==> config.mk <==
export PLATFORM = sky130hd
export DESIGN_NAME = lut_load_ctrl
export DESIGN_NICKNAME = d
export VERILOG_FILES = /design/src/rtl/lut_pkg.sv /design/src/rtl/lut_strobe_gen.sv /design/src/rtl/lut_load_ctrl.sv
export SDC_FILE = /design/constraint.sdc
export NUM_CORES = 1
export LEC_CHECK = 0
export BUFFER_PORTS_ARGS = -buffer_cell sky130_fd_sc_hd__buf_2
export CAP_MARGIN = 20
export CORE_MARGIN = 2
export CORE_UTILIZATION = 50
export CTS_CLUSTER_SIZE = 8
export DETAILED_ROUTE_END_ITERATION = 16
export GPL_TIMING_DRIVEN = 0
export PLACE_DENSITY = 0.86
export SLEW_MARGIN = 10
export SYNTH_ARGS = -nofsm -noshare
export SYNTH_HDL_FRONTEND = slang
export SYNTH_HIERARCHICAL = 1
export SYNTH_SLANG_ARGS = --single-unit
==> constraint.sdc <==
create_clock -name CLK -period 3.1 [get_ports CLK]
set_clock_uncertainty 0.15 [all_clocks]
set_input_delay 0.31 -clock CLK [delete_from_list [all_inputs] [get_ports CLK]]
set_output_delay 0.31 -clock CLK [all_outputs]
set_load 0.005 [all_outputs]
==> src/rtl/lut_pkg.sv <==
// Shared types and constants for the LUT load sequencer.
// The LUT_LOAD_VERIFY_EN macro adds the read-back VERIFY state.
package lut_pkg;

   localparam int LUT_ADDR_W       = 12;
   localparam int LUT_DATA_W       = 8;
   localparam int LUT_SETUP_CYCLES = 1;
   localparam int LUT_PULSE_CYCLES = 2;
   // FETCH + SETUP + STROBE + HOLD for one byte
   localparam int LUT_BYTE_CYCLES  = 1 + LUT_SETUP_CYCLES + LUT_PULSE_CYCLES + 1;

   typedef enum logic [2:0] {
      ST_IDLE,
      ST_FETCH,
      ST_SETUP,
      ST_STROBE,
      ST_HOLD,
      ST_RUN
`ifdef LUT_LOAD_VERIFY_EN
      , ST_VERIFY
`endif
   } lut_load_state_t;

endpackage

==> src/rtl/lut_strobe_gen.sv <==
// Write-pulse timing for one LUT byte: SETUP_CYCLES setup, PULSE_CYCLES low
// strobe, one hold cycle; done is high during the hold cycle.
module lut_strobe_gen
   import lut_pkg::*;
#(
   parameter int SETUP_CYCLES = LUT_SETUP_CYCLES,
   parameter int PULSE_CYCLES = LUT_PULSE_CYCLES
) (
   input  logic CLK,
   input  logic N_RST,
   input  logic go,
   output logic n_we,
   output logic done
);

   localparam int MAX_CYC = (SETUP_CYCLES > PULSE_CYCLES) ? SETUP_CYCLES : PULSE_CYCLES;
   localparam int CNT_W   = $clog2(MAX_CYC + 1);

   lut_load_state_t  phase_q, phase_d;
   logic [CNT_W-1:0] cnt_q, cnt_d;
   logic             n_we_q, n_we_d;

   // NOTE: every signal gets a default before the case so no path infers a latch.
   always_comb begin
      phase_d = phase_q;
      cnt_d   = cnt_q;
      unique case (phase_q)
         ST_IDLE: begin
            if (go) begin
               phase_d = ST_SETUP;
               cnt_d   = '0;
            end
         end
         ST_SETUP: begin
            if (cnt_q == CNT_W'(SETUP_CYCLES - 1)) begin
               phase_d = ST_STROBE;
               cnt_d   = '0;
            end else begin
               cnt_d = cnt_q + 1'b1;
            end
         end
         ST_STROBE: begin
            if (cnt_q == CNT_W'(PULSE_CYCLES - 1)) begin
               phase_d = ST_HOLD;
               cnt_d   = '0;
            end else begin
               cnt_d = cnt_q + 1'b1;
            end
         end
         default: phase_d = ST_IDLE;
      endcase
      n_we_d = (phase_d != ST_STROBE);
   end

   // NOTE: the strobe comes straight from a flop so it is glitch-free, and the
   // asynchronous reset forces it high at once even mid-pulse.
   always_ff @(posedge CLK or negedge N_RST) begin
      if (!N_RST) begin
         phase_q <= ST_IDLE;
         cnt_q   <= '0;
         n_we_q  <= 1'b1;
      end else begin
         phase_q <= phase_d;
         cnt_q   <= cnt_d;
         n_we_q  <= n_we_d;
      end
   end

   assign n_we = n_we_q;
   assign done = (phase_q == ST_HOLD);

endmodule

==> src/rtl/lut_load_ctrl.sv <==
// Loads a 2**ADDR_W x DATA_W LUT from a byte stream, then serves datapath reads.
// Define LUT_LOAD_VERIFY_EN to add a checksum read-back (VERIFY) after loading.
module lut_load_ctrl
   import lut_pkg::*;
#(
   parameter int ADDR_W       = LUT_ADDR_W,
   parameter int DATA_W       = LUT_DATA_W,
   parameter int SETUP_CYCLES = LUT_SETUP_CYCLES,
   parameter int PULSE_CYCLES = LUT_PULSE_CYCLES
) (
   input  logic              CLK,
   input  logic              N_RST,
   input  logic              START,
   input  logic              IN_VALID,
   output logic              IN_READY,
   input  logic [DATA_W-1:0] IN_DATA,
   input  logic [ADDR_W-1:0] RUN_ADDR,
   input  logic              RUN_RD,
   output logic [ADDR_W-1:0] LUT_ADDR,
   output logic [DATA_W-1:0] LUT_WDATA,
   output logic              LUT_N_WE,
   output logic              LUT_N_OE,
   input  logic [DATA_W-1:0] LUT_RDATA,
   output logic              BUSY,
   output logic              DONE,
   output logic              ERR
);

   lut_load_state_t   state_q, state_d;
   logic [ADDR_W-1:0] cnt_q, cnt_d;
   logic [ADDR_W-1:0] addr_q, addr_d;
   logic [DATA_W-1:0] wdata_q, wdata_d;
   logic              go;
   logic              wr_done;

`ifdef LUT_LOAD_VERIFY_EN
   localparam int SUM_W = DATA_W + 8;
   logic [SUM_W-1:0] wsum_q, wsum_d, rsum_q, rsum_d;
   logic             drain_q, drain_d, rd_valid_q, rd_valid_d, err_q, err_d;
`endif

   lut_strobe_gen #(
      .SETUP_CYCLES (SETUP_CYCLES),
      .PULSE_CYCLES (PULSE_CYCLES)
   ) u_strobe (
      .CLK   (CLK),
      .N_RST (N_RST),
      .go    (go),
      .n_we  (LUT_N_WE),
      .done  (wr_done)
   );

   // The strobe generator sequences SETUP/STROBE/HOLD itself; this FSM parks in
   // ST_SETUP for the whole write and acts on the HOLD-cycle done pulse.
   always_comb begin
      state_d = state_q;
      cnt_d   = cnt_q;
      addr_d  = addr_q;
      wdata_d = wdata_q;
      go      = 1'b0;
`ifdef LUT_LOAD_VERIFY_EN
      wsum_d     = wsum_q;
      rsum_d     = rsum_q;
      drain_d    = drain_q;
      err_d      = err_q;
      rd_valid_d = (state_q == ST_VERIFY) && !drain_q;
      if (rd_valid_q) rsum_d = rsum_q + SUM_W'(LUT_RDATA);
`endif
      case (state_q)
         ST_IDLE, ST_RUN: begin
            if (START) begin
               state_d = ST_FETCH;
               cnt_d   = '0;
`ifdef LUT_LOAD_VERIFY_EN
               wsum_d  = '0;
               err_d   = 1'b0;
`endif
            end
         end
         ST_FETCH: begin
            if (IN_VALID) begin
               state_d = ST_SETUP;
               addr_d  = cnt_q;
               wdata_d = IN_DATA;
               go      = 1'b1;
`ifdef LUT_LOAD_VERIFY_EN
               wsum_d  = wsum_q + SUM_W'(IN_DATA);
`endif
            end
         end
         ST_SETUP, ST_STROBE, ST_HOLD: begin
            if (wr_done) begin
               if (&cnt_q) begin
`ifdef LUT_LOAD_VERIFY_EN
                  state_d = ST_VERIFY;
                  cnt_d   = '0;
                  drain_d = 1'b0;
                  rsum_d  = '0;
`else
                  state_d = ST_RUN;
`endif
               end else begin
                  state_d = ST_FETCH;
                  cnt_d   = cnt_q + 1'b1;
               end
            end
         end
`ifdef LUT_LOAD_VERIFY_EN
         ST_VERIFY: begin
            // Read data lags the address by one cycle, so one drain cycle
            // collects the last byte before the sums are compared.
            if (!drain_q) begin
               if (&cnt_q) drain_d = 1'b1;
               else        cnt_d   = cnt_q + 1'b1;
            end else begin
               state_d = ST_RUN;
               if ((rsum_q + SUM_W'(LUT_RDATA)) != wsum_q) err_d = 1'b1;
            end
         end
`endif
         default: state_d = ST_IDLE;
      endcase
   end

   // NOTE: sequential state uses non-blocking assignments only, so every flop
   // samples the values from before the edge.
   always_ff @(posedge CLK or negedge N_RST) begin
      if (!N_RST) begin
         state_q <= ST_IDLE;
         cnt_q   <= '0;
         addr_q  <= '0;
         wdata_q <= '0;
      end else begin
         state_q <= state_d;
         cnt_q   <= cnt_d;
         addr_q  <= addr_d;
         wdata_q <= wdata_d;
      end
   end

`ifdef LUT_LOAD_VERIFY_EN
   always_ff @(posedge CLK or negedge N_RST) begin
      if (!N_RST) begin
         wsum_q     <= '0;
         rsum_q     <= '0;
         drain_q    <= 1'b0;
         rd_valid_q <= 1'b0;
         err_q      <= 1'b0;
      end else begin
         wsum_q     <= wsum_d;
         rsum_q     <= rsum_d;
         drain_q    <= drain_d;
         rd_valid_q <= rd_valid_d;
         err_q      <= err_d;
      end
   end

   assign ERR = err_q;
`else
   logic unused_rdata;
   assign unused_rdata = ^LUT_RDATA;
   assign ERR          = 1'b0;
`endif

   // Output enable is only released in RUN (and VERIFY), where the strobe
   // generator is idle and LUT_N_WE is high.
   always_comb begin
      LUT_ADDR = addr_q;
      LUT_N_OE = 1'b1;
      if (state_q == ST_RUN) begin
         LUT_ADDR = RUN_ADDR;
         LUT_N_OE = ~RUN_RD;
      end
`ifdef LUT_LOAD_VERIFY_EN
      if ((state_q == ST_VERIFY) && !drain_q) begin
         LUT_ADDR = cnt_q;
         LUT_N_OE = 1'b0;
      end
`endif
   end

   assign LUT_WDATA = wdata_q;
   assign IN_READY  = (state_q == ST_FETCH);
   assign BUSY      = (state_q != ST_IDLE) && (state_q != ST_RUN);
   assign DONE      = (state_q == ST_RUN);

endmodule

==> impl_metrics.py <==
metrics = {
    "floorplan": {
        "start_util_pct": 51.3,
        "rows": 24,
        "die-area_um2": 4980,
        "io_pins": 59,
        "dieHeight_um": 70.6,
        "die_x_um": 70.6,
        "core_um2": 4320,
    },
    "pwr": {
        "intPower_w": 0.00127,
        "power.switching_w": 0.000627,
        "clockPowerShare_pct": 17.9,
        "p_leak_nw": 1.21,
        "switching_share_pct": 33.0,
        "ir_drop_mv": 0.474,
        "power.density_nw_per_um2": 727,
        "power_frac_seq_pct": 43.5,
        "pwr-share-comb_pct": 38.6,
    },
    "critical_path": {
        "path_cells": "nand2b_1 -> nor2_1 -> buf_2 -> mux2_2 -> buf_2",
        "worst-path-buf-inv": 2,
        "slowest_stage": "dfrtp_1",
        "arrival_ns": 2.24,
        "endpoint_kind": "output pin",
        "critPathMostFrequentCell": "buf_2",
        "rr_startpoint": "u_strobe/phase_q[0]",
        "cp_data_required_time_ns": 2.64,
        "worst_setup_path_start_kind": "flop",
        "rr_endpoint": "cnt_q[5]",
        "crit_path_max_fanout": 10,
        "slowest_delay_ns": 0.46,
        "rr_worst_depth": 7,
        "critPathTopFamily": "simple AND/OR/NAND/NOR gates",
        "r2r_slack_ns": 0.75,
        "crit_type": "flop to output pin",
    },
    "yosys": {
        "yosysWarnings": 6,
        "synth_enable_flop_cells": 0,
        "ys_top_cells_by_area": "dfrtp_1, mux2_2, ha_1",
        "ys_async_sr_fraction_pct": 100,
        "seq_area_frac_synth_pct": 46.3,
        "syn_nets": 235,
        "synthDominantCellAreaShare_pct": 45.1,
        "ys_ff_latch": 41,
        "netlist_instances": 198,
        "synth_area_leader_cell": "dfrtp_1",
        "synth_cell_types": 48,
        "synthFlopType": "dfrtp_1",
        "syn_avg_cell_area_um2": 11.2,
        "netlist_area_um2": 2220,
    },
    "cells_and_area": {
        "fin_util_pct": 60.4,
        "syn_to_final_growth_pct": 17.9,
        "layout.nets": 291,
        "antenna_cells": 0,
        "fin_area_um2": 2610,
        "drive_above_1_share_pct": 43.5,
    },
    "detailed_routing": {
        "drc": 0,
        "antenna_left": 0,
        "vias": 1735,
        "dr.first_iter.drc_count": 110,
        "wl_um": 4400,
        "firstDrtPassIters": 4,
        "wire_per_inst_um": 14.3,
        "via_per_inst": 5.65,
    },
    "grt": {
        "grt_max_degree": 42,
        "antenna_found_initial": 0,
        "grt_usage_pct": 18.9,
        "overflow": 0,
        "grt_pass1_wl_um": 7530,
        "grt_pass1_vias": 1688,
    },
    "sta": {
        "drv_slew": 0,
        "relSlewSlack_pct": 40.4,
        "whs_ns": -0.0124,
        "tightest_slew_ns": 0.894,
        "finalSetupViolations": 0,
        "fin_crit_sh_pct": 87.0,
        "tns_ns": 0,
        "setup_ws_ns": 0.402,
        "fmax_ghz": 0.371,
        "rsz0062_at_grt": "no",
        "hold_viol": 18,
        "final.min_clock_period_ns": 2.70,
    },
    "clock_tree": {
        "cts-root-buf": "clkbuf_8",
        "cts_resized": 0,
        "cts_buffer_depth": 2,
        "cts_buffers": 5,
        "htreeDepth": 2,
        "cts_tree": "done",
        "path_clk_slew_ns": 0.08,
        "clk_latency_ns": 0.29,
        "hold_buffers": 0,
        "post_cts_buffers": 0,
        "clock_sinks": 41,
    },
    "placement": {
        "dp_slack_ns": 0.696,
        "portBuffers": 49,
        "dp_hpwl_um": 3100,
        "globalplace.congestion": 0.847,
        "placed_area_um2": 2530,
    },
    "run_status": {
        "status": "finished with violations",
        "violations": "negative hold slack",
    },
    "hold_path": {
        "hp-class": "input pin to async pin",
    },
    "job": {
        "max-cap-violations": 0,
    },
}
==> metrics by stage <==
step	total power (W)	cells
after global placement	0.00154	299
after floorplan	0.00133	198
final	0.00190	307
after global routing	0.00204	307
after CTS	0.00191	307
after detailed placement	0.00157	299
==> registers in the layout, summed over array words and instances, names as in the netlist <==
signal            count
addr_q               12
u_strobe/phase_q      3
state_q               3
LUT_WDATA             8
cnt_q                12
u_strobe/n_we         1
u_strobe/cnt_q        2
==> layer usage <==
metal  vias up  GRT usage (%)  part of all wire, %
met5         -              0                    0
met4         0           7.55                  1.3
met3         8           2.99                  4.9
met2        52           32.8                   49
met1       851           23.7                   44
li1        824              -                    -
==> synthesized netlist by cell type, types with 2 or more instances <==
cell,number
dfrtp_1,40
mux2_2,32
inv_1,12
nand2_1,10
nor2_1,8
o21ai_0,8
buf_2,6
nand2b_1,6
nand4_1,6
o211ai_1,6
ha_1,4
nand3_1,4
a31oi_1,3
a41oi_1,3
and4_1,3
buf_4,3
buf_6,3
mux2i_1,3
o22ai_1,3
or4_1,3
a21oi_1,2
and2_1,2
nand3b_1,2
nor2b_1,2
==> how the worst max path moves through the flow <==
stage          depth (start not counted)      endpoint        from  slack (ns)
6_report                               5   LUT_ADDR[7]  state_q[1]        0.40
2_1_floorplan                          7      cnt_q[6]    cnt_q[0]        1.03
5_1_grt                                5   LUT_ADDR[3]  state_q[1]        0.28
3_5_place_dp                           5   LUT_ADDR[7]  state_q[1]        0.70
4_1_cts                                5   LUT_ADDR[7]  state_q[1]        0.37
3_3_place_gp                           5  LUT_ADDR[10]  state_q[1]        0.75
==> cell type report <==
class,count,area [um^2]
Sequential cell,41,1030
Multi-Input combinational cell,133,1060
Inverter,12,45.0
Tap cell,52,65.1
Clock inverter,3,17.5
Buffer,12,86.3
Fill cell,379,1710
Clock buffer,5,68.8
Timing Repair Buffer,49,245
==> layout by cell type (no fill, tap or decap), drive strengths merged, types with 2 or more instances in the layout <==
cell type and count:
o211ai 7, mux2 33, o21ai 9, a41oi 3, nand2 10, or4 3, and4 4, nand3 4
clkinv 2, mux2i 3, nor2b 4, nand4 6, and2 2, ha 4, inv 12, dfrtp 40
clkbuf 5, a21boi 2, nand3b 2, a21oi 2, o22ai 3, nor2 8, a31oi 3, nand2b 6
buf 61
==> power groups by stage <==
stage / sequential, W / clock [W] / combinational (W)
2_1_floorplan: 0.000817 / 0 / 0.000512
3_3_place_gp: 0.000828 / 0 / 0.000708
3_5_place_dp: 0.000836 / 0 / 0.000736
4_1_cts: 0.000828 / 0.000346 / 0.000740
5_1_grt: 0.000857 / 0.000369 / 0.000813
6_report: 0.000826 / 0.000341 / 0.000734
==> logic make-up after synthesis <==
logic type                 Yosys count  share of synthesized area, %
DFF                                 41                          46.3
adders and majority gates            4                          2.26
xor gates and xnor gates             1                         0.395
AOI/OAI and AO/OA                   35                          11.5
muxes                               36                          18.3
and+or+nand+nor                     56                          15.1
buffers and inverters               24                          5.93
other                                1                         0.169
Power figures use the tool's default switching activity.
